<file path="src/rtl/eth_pcs_rx_block_sync_pkg.sv">
// Shared 10GBASE-R PCS receive constants and the block-sync FSM state type.
// Also provides the sync-header validity helper used by the block-sync logic.
package eth_pcs_params;

  localparam int unsigned W_SYNC = 2;
  localparam logic [W_SYNC-1:0] SYNC_DATA = 2'b01;
  localparam logic [W_SYNC-1:0] SYNC_CTRL = 2'b10;

  // 64 headers per test window; 16 bad headers in one window force a slip.
  localparam int unsigned SH_VAL_TH = 64;
  localparam int unsigned SH_INVAL_TH = 16;
  localparam int unsigned W_SH_VAL_TH = $clog2(SH_VAL_TH);
  localparam int unsigned W_SH_INVAL_TH = $clog2(SH_INVAL_TH);

  typedef enum logic [1:0] {
    StLockInit,
    StResetCnt,
    StTestSh,
    StSlipWait
  } blk_sync_state_e;

  function automatic logic sh_valid(input logic [W_SYNC-1:0] hdr);
    return (hdr == SYNC_DATA) || (hdr == SYNC_CTRL);
  endfunction

endpackage

</file>
<file path="src/rtl/eth_pcs_rx_block_sync.sv">
// 66-bit block alignment FSM: tests sync headers per 64-header window and requests
// single-bit gearbox slips until a clean window is seen.
module eth_pcs_rx_block_sync
  import eth_pcs_params::*;
#(
  parameter int unsigned SLIP_WAIT = 4
) (
  input  logic              clk,
  input  logic              rst,
  input  logic [W_SYNC-1:0] i_hdr,
  input  logic              i_hdr_vld,
  output logic              o_slip,
  output logic              o_block_lock
);

  localparam int unsigned WaitW = (SLIP_WAIT > 0) ? $clog2(SLIP_WAIT + 1) : 1;
  localparam logic [WaitW-1:0] WaitLast = WaitW'((SLIP_WAIT > 0) ? SLIP_WAIT - 1 : 0);
  localparam logic [W_SH_VAL_TH-1:0] ShLast = W_SH_VAL_TH'(SH_VAL_TH - 1);
  localparam logic [W_SH_INVAL_TH-1:0] InvLast = W_SH_INVAL_TH'(SH_INVAL_TH - 1);

  blk_sync_state_e          state_q, state_d;
  logic [W_SH_VAL_TH-1:0]   sh_cnt_q, sh_cnt_d;
  logic [W_SH_INVAL_TH-1:0] inv_cnt_q, inv_cnt_d;
  logic [WaitW-1:0]         wait_cnt_q, wait_cnt_d;
  logic                     slip_q, slip_d;
  logic                     lock_q, lock_d;

  always_comb begin
    state_d    = state_q;
    sh_cnt_d   = sh_cnt_q;
    inv_cnt_d  = inv_cnt_q;
    wait_cnt_d = wait_cnt_q;
    slip_d     = 1'b0;
    lock_d     = lock_q;

    unique case (state_q)
      StLockInit: begin
        lock_d  = 1'b0;
        state_d = StResetCnt;
      end

      StResetCnt: begin
        sh_cnt_d  = '0;
        inv_cnt_d = '0;
        state_d   = StTestSh;
      end

      StTestSh: begin
        if (i_hdr_vld) begin
          if (sh_valid(i_hdr)) begin
            if (sh_cnt_q == ShLast) begin
              if (inv_cnt_q == '0) lock_d = 1'b1;
              state_d = StResetCnt;
            end else begin
              sh_cnt_d = sh_cnt_q + 1'b1;
            end
          end else if (!lock_q || (inv_cnt_q == InvLast)) begin
            lock_d     = 1'b0;
            slip_d     = 1'b1;
            wait_cnt_d = '0;
            state_d    = StSlipWait;
          end else if (sh_cnt_q == ShLast) begin
            state_d = StResetCnt;
          end else begin
            sh_cnt_d  = sh_cnt_q + 1'b1;
            inv_cnt_d = inv_cnt_q + 1'b1;
          end
        end
      end

      StSlipWait: begin
        // Headers seen here come from a gearbox that is still re-aligning.
        if (SLIP_WAIT == 0) begin
          state_d = StResetCnt;
        end else if (i_hdr_vld) begin
          if (wait_cnt_q == WaitLast) begin
            wait_cnt_d = '0;
            state_d    = StResetCnt;
          end else begin
            wait_cnt_d = wait_cnt_q + 1'b1;
          end
        end
      end

      default: state_d = StLockInit;
    endcase
  end

  always_ff @(posedge clk) begin
    if (rst) begin
      state_q    <= StLockInit;
      sh_cnt_q   <= '0;
      inv_cnt_q  <= '0;
      wait_cnt_q <= '0;
      slip_q     <= 1'b0;
      lock_q     <= 1'b0;
    end else begin
      state_q    <= state_d;
      sh_cnt_q   <= sh_cnt_d;
      inv_cnt_q  <= inv_cnt_d;
      wait_cnt_q <= wait_cnt_d;
      slip_q     <= slip_d;
      lock_q     <= lock_d;
    end
  end

  assign o_slip       = slip_q;
  assign o_block_lock = lock_q;

endmodule

</file>
<file path="config.mk">
export PLATFORM = sky130hd
export DESIGN_NAME = eth_pcs_rx_block_sync
export DESIGN_NICKNAME = d
export VERILOG_FILES = /design/src/rtl/eth_pcs_rx_block_sync_pkg.sv /design/src/rtl/eth_pcs_rx_block_sync.sv
export SDC_FILE = /design/constraint.sdc
export NUM_CORES = 1
export LEC_CHECK = 0
export ABC_CLOCK_PERIOD_IN_PS = 1700
export CAP_MARGIN = 15
export CORE_AREA = 2 2 53 55
export CTS_BUF_LIST = sky130_fd_sc_hd__clkbuf_8 sky130_fd_sc_hd__clkbuf_16
export DETAILED_ROUTE_END_ITERATION = 8
export DIE_AREA = 0 0 55 57
export GPL_ROUTABILITY_DRIVEN = 0
export PLACE_DENSITY_LB_ADDON = 0.15
export SYNTH_ARGS = -nofsm -noshare
export SYNTH_HDL_FRONTEND = slang
export SYNTH_SLANG_ARGS = --single-unit
</file>
<file path="constraint.sdc">
create_clock -name clk -period 1.7 [get_ports clk]
set_input_delay 0.34 -clock clk [delete_from_list [all_inputs] [get_ports clk]]
set_output_delay 0.34 -clock clk [all_outputs]
set_load 0.01 [all_outputs]
</file>
# Yosys cells after proc, flatten, opt, wreduce, memory -nomap -nowiden
# Index checks and enable logic that the tools add are counted.
# totals
register_bits	17
input_bits	5
wordCells	74
# classes
n_addsub	3
eq_ne	19
mux	30
bitwise_logic	2
n_reduce_logical	14
# op_table
operator	n
6-bit two-way mux	4
4-bit two-way mux	4
3-bit two-way mux	5
5-bit AND reduction	3
2-bit != test (second input constant)	7
2-bit two-way mux	6
3-bit != test (second input constant)	4
6-bit case mux with 2 select lines	1
2-bit case mux with 4 select lines	1
4-bit case mux with 2 select lines	1
6-bit by 1-bit adder with 6-bit output (second input constant)	1
2-bit == test (second input constant)	3
6-bit == test (second input constant)	1
1-bit two-way mux	6
3-bit case mux with 2 select lines	1
3-bit AND reduction	2
2-bit nonzero test	3
4-bit by 1-bit adder with 4-bit output (second input constant)	1
2-bit by 1-bit == test with 1-bit output (second input constant)	2
4-bit == test (second input constant)	1
4-bit zero test	1
4-bit OR reduction	1
3-bit by 1-bit adder with 3-bit output (second input constant)	1
3-bit by 2-bit == test with 1-bit output (second input constant)	1
5 further kinds	7

# Depth between registers and ports, before layout
# logic_depth
ltp_word	6
mapped_depth	8
mapped_depth_nobuf	6

# Least setup slack after synthesis
# No wires, ideal clock.
# synth_path
path_type	register -> register
startpoint	reg state_q[0]
endpoint	reg state_q[0]
setup_time_ps	95
arrival_time_ps	1477
path_slack_ps	127
path_stages_with_launch	8
period_less_slack_ps	1573
cell_sequence	dfxtp_1 -> inv_1 -> ha_1 -> buf_4 -> inv_1 -> buf_1 -> o31ai_1 -> a221oi_1
# synth_via
elab_chain_len	5
# synth_rtl
item	line	source
start: declaration	eth_pcs_rx_block_sync.sv:21	blk_sync_state_e state_q, state_d;
start signal: assignment	eth_pcs_rx_block_sync.sv:91	state_q <= StLockInit;
start signal: assignment	eth_pcs_rx_block_sync.sv:98	state_q <= state_d;
2-bit two-way mux (4 in series)	-	
2-bit case mux with 4 select lines	eth_pcs_rx_block_sync.sv:36	unique case (state_q)
# Parallel ways exist; a longest one is shown, timed or not. The select of a mux whose other input is x is not followed.
# A chain may end at the register's enable or synchronous reset.

# Worst setup path after layout
# layout_path
startpoint	reg sh_cnt_q[0]
endpoint	reg lock_q (netlist: o_block_lock)
# layout_via
elab_chain_len	3
# layout_rtl
item	line	source
start: declaration	eth_pcs_rx_block_sync.sv:22	logic [W_SH_VAL_TH-1:0] sh_cnt_q, sh_cnt_d;
start signal: assignment	eth_pcs_rx_block_sync.sv:99	sh_cnt_q <= sh_cnt_d;
6-bit == test	eth_pcs_rx_block_sync.sv:51	if (sh_cnt_q == ShLast) begin
3-bit != test (no line)	-	
5-bit AND reduction (no line)	-	
end signal: assignment	eth_pcs_rx_block_sync.sv:103	lock_q <= lock_d;
end: declaration	eth_pcs_rx_block_sync.sv:26	logic lock_q, lock_d;
# No other way between the ends.

==> parameters.txt <==
Parameter                              Value

Detailed routing
  Routed wire length per instance    14.5 µm
  Met1 layer wirelength in the final routing    1260 µm
  DRC violations left    0
  Total number of vias    1002
  Highest routing layer actually used    met4
  Initial drt markers    30
  Total Routed Length    2570 µm
  Met2 WL post-DR    1210 µm
  Via density    5.66
  Final ANT Viol Nets    0
  Met3 Routed Length    73 µm
  Iteration count of the initial detailed-routing pass    4

Power
  Share of power burned in registers    43.6%
  Pwr per Cell Area    659 nW/µm²
  Fraction of power spent switching nets    29.1%
  Sw power    0.274 mW
  Fraction of power consumed by combinational cells    23.6%
  Maximum vdd drop    0.687 mV
  Clock network fraction of total power    32.7%
  Pint    0.668 mW
  Static leakage    0.544 nW

Timing
  Final max-slew violation count    0
  Final worst-path setup slack    0.0826 ns
  Minimum period implied by the final worst setup slack    1.62 ns
  Ratio of final minimum period to clock period    95.1%
  Timing-limited maximum frequency    618 MHz
  Hold violation count in the final report    0
  Setup tns final    0 ns
  Clock Skews    0.00694 ns
  Transition time at the pin with the least slew margin    0.413 ns
  Minimum hold slack    0.469 ns
  Max transition margin    72.4%
  Total setup violations reported at the end of the flow    0

Synth
  Part of the Yosys area used for sequential elements    31.3%
  Unique masters post-synth    45
  Number of warnings reported in the yosys synthesis log    0
  Flip-flop and latch count after synthesis    17
  Cell with the most instances after synthesis    sky130_fd_sc_hd__dfxtp_1
  Portion of synthesized cell area occupied by the leading cell type    31.3%
  Area of the mapped netlist    1090 µm²
  Dominant cells by area after synthesis    sky130_fd_sc_hd__dfxtp_1 31%, sky130_fd_sc_hd__ha_1 9.2%, sky130_fd_sc_hd__mux2i_1 5.5%
  Mean area per synthesized cell    8.78 µm²
  Syn nets    137
  Library cell with the largest summed area after synthesis    sky130_fd_sc_hd__dfxtp_1
  Number of flops mapped to enable cells by yosys    0
  Most frequent cells after synthesis    17 x sky130_fd_sc_hd__dfxtp_1, 11 x sky130_fd_sc_hd__nand2_1, 10 x sky130_fd_sc_hd__inv_1
  Cell count after synthesis    124
  Dominant register cell in the synthesized netlist    sky130_fd_sc_hd__dfxtp_1
  FFs w/ async S/R, synth    0%

Setup path
  Worst Setup End Kind    flip-flop
  Delay of the slowest critical-path stage    0.54 ns
  Reg-to-reg critical path endpoint    o_block_lock
  Worst reg-to-reg path cell count    5
  Data arrival, critical path    1.81 ns
  CP bufs+invs    0
  Crit path cell chain    ha_2 > nand3_4 > or4_1 > a21o_1 > a21oi_1
  Launch point of the critical path    sh_cnt_q[0]
  Crit path max fanout    6
  Required time reported for the critical path endpoint    1.89 ns
  Flop-to-flop setup slack    0.08 ns
  Slowest library cell on the worst path    sky130_fd_sc_hd__or4_1
  Crit start category    flip-flop
  Kind of critical path    flip-flop to flip-flop
  CP top delay family    simple AND/OR/NAND/NOR gates
  Path length in cells of the critical path    5
  Critical Path Sink    o_block_lock
  Critical register-to-register path startpoint    sh_cnt_q[0]

Clock tree
  TritonCTS buffer count    3
  Clock latency at the later pin of the worst-skew pair    0.26 ns
  Total of hold buffers inserted after clock tree synthesis    0
  Number of buffers on the longest clock path    2
  Clock Sinks    17
  Clock tree from TritonCTS    yes
  H-Tree Depth    1
  Clk Tree Root Cell    sky130_fd_sc_hd__clkbuf_8
  Clock-pin slew on the worst setup and hold paths    0.07 ns

Hold path
  Hold Crit Class    flip-flop to flip-flop

Cells and area
  Utilization of the core after routing    54.7%
  Layout Nets    160
  Final cell count without fillers    177
  Share of post-route cells with drive strength above 1    29.5%
  Area grow syn2layout    31.4%
  Count of inserted antenna diode cells    0

Outcome
  Run status    completed

Die
  Ports placed on the boundary    7
  Number of rows created at floorplan    19
  Height of the die    57 µm
  Floorplan die area    3140 µm²
  Floorplan die width    55 µm
  Area of the core    2620 µm²
  Initial Utilization    41.6%

GRT
  Number of global-route vias before repair    913
  Initial antenna violation count    0
  Wire length of the first global-routing pass    4040 µm
  Total routing resource utilization after global routing    17.6%
  Maximum number of pins on one net before global-route repair    11
  Overflow left after global routing    0

Place
  Setup Slack @ Placement    -0.317 ns
  Count of buffers inserted at the top-level ports    6
  Placed instance count    170
  Post-detailed-placement half-perimeter wirelength    1790 µm

Flow run
  # Max-Cap Violations    0
power groups by stage:
stage               combinational [mW]  clock, mW  sequential [mW]
floorplan                        0.117          0            0.420
global placement                 0.191          0            0.420
detailed placement               0.193          0            0.421
CTS                              0.198      0.321            0.411
global route                     0.244      0.336            0.412
finish                           0.223      0.308            0.411
cell families (layout without fill, tap and decap cells):
group                    count (synthesis)  in the layout  share of synthesized area [%]
AND/OR/NAND/NOR                         45             45                           23.9
AO/OA/AOI/OAI                           31             31                           22.2
flip-flops                              17             17                           31.3
buffers and inverters                   16             38                           6.44
adder cells (fa/ha/maj)                  8              8                           9.20
multiplexers                             6              6                           5.52
XOR/XNOR                                 1              1                           1.49
cell usage in the layout (no fill, tap or decap), types with 3 or more instances in the layout:
cell type / instances
sky130_fd_sc_hd__clkdlybuf4s50_1: 3
sky130_fd_sc_hd__buf_4: 18
sky130_fd_sc_hd__or3_1: 5
sky130_fd_sc_hd__o21ai_0: 3
sky130_fd_sc_hd__nand2b_1: 3
sky130_fd_sc_hd__mux2i_1: 6
sky130_fd_sc_hd__a21oi_1: 3
sky130_fd_sc_hd__inv_1: 10
sky130_fd_sc_hd__ha_1: 5
sky130_fd_sc_hd__nand2_1: 9
sky130_fd_sc_hd__nor2_1: 5
sky130_fd_sc_hd__clkbuf_8: 3
sky130_fd_sc_hd__and3_1: 3
sky130_fd_sc_hd__ha_2: 3
sky130_fd_sc_hd__dfxtp_1: 15
sky130_fd_sc_hd__dlymetal6s2s_1: 3
sky130_fd_sc_hd__nand3_1: 4
layout make-up:
type                       count  area (µm²)
tap                           31        38.8
multi-input combinational     91         763
inverter                      10        37.5
timing repair buffer          24         203
clock buffer                   3        41.3
clock inverter                 1        3.75
sequential                    17         343
fill                         240        1180
repair_timing:
action,4_1_cts,5_1_grt
hold endpoints to repair,0,0
endpoints found under the setup margin,5,15
setup buffers,1,2
resized for setup,2,20
pin swaps,2,5
layer usage:
layer / vias up / track usage, %
met5: - / 0
met4: 0 / 4.18
met3: 2 / 5.50
met2: 8 / 26.0
met1: 487 / 24.8
li1: 505 / -
metrics by stage:
step                      power (mW)  area [µm²]
after floorplan                0.537        1090
after global placement         0.611        1270
after detailed placement       0.614        1270
after CTS                      0.931        1330
after global routing           0.991        1430
final                          0.942        1430
sequential cells by signal, indices dropped and copies added, names as in the netlist:
| signal | count |
|---|---|
| inv_cnt_q | 4 |
| o_block_lock | 1 |
| o_slip | 1 |
| sh_cnt_q | 6 |
| state_q | 2 |
| wait_cnt_q | 3 |
worst reg2reg max path, cell delays in order, from the launching register on:
cell and delay (ns):
sky130_fd_sc_hd__dfxtp_2 0.36, sky130_fd_sc_hd__ha_2 0.21, sky130_fd_sc_hd__nand3_4 0.12, sky130_fd_sc_hd__or4_1 0.54, sky130_fd_sc_hd__a21o_1 0.19, sky130_fd_sc_hd__a21oi_1 0.13
how the worst min path moves through the flow:
stage | slack (ns) | end | startpoint | cells past startpoint
finish | 0.47 | sh_cnt_q[0] | sh_cnt_q[0] | 1
global route | 0.49 | sh_cnt_q[0] | sh_cnt_q[0] | 1
CTS | 0.48 | wait_cnt_q[1] | wait_cnt_q[1] | 2
detailed placement | 0.47 | wait_cnt_q[1] | wait_cnt_q[1] | 2
global placement | 0.46 | sh_cnt_q[5] | sh_cnt_q[5] | 2
floorplan | 0.44 | sh_cnt_q[5] | sh_cnt_q[5] | 2
(Power assumes the default switching activity.)
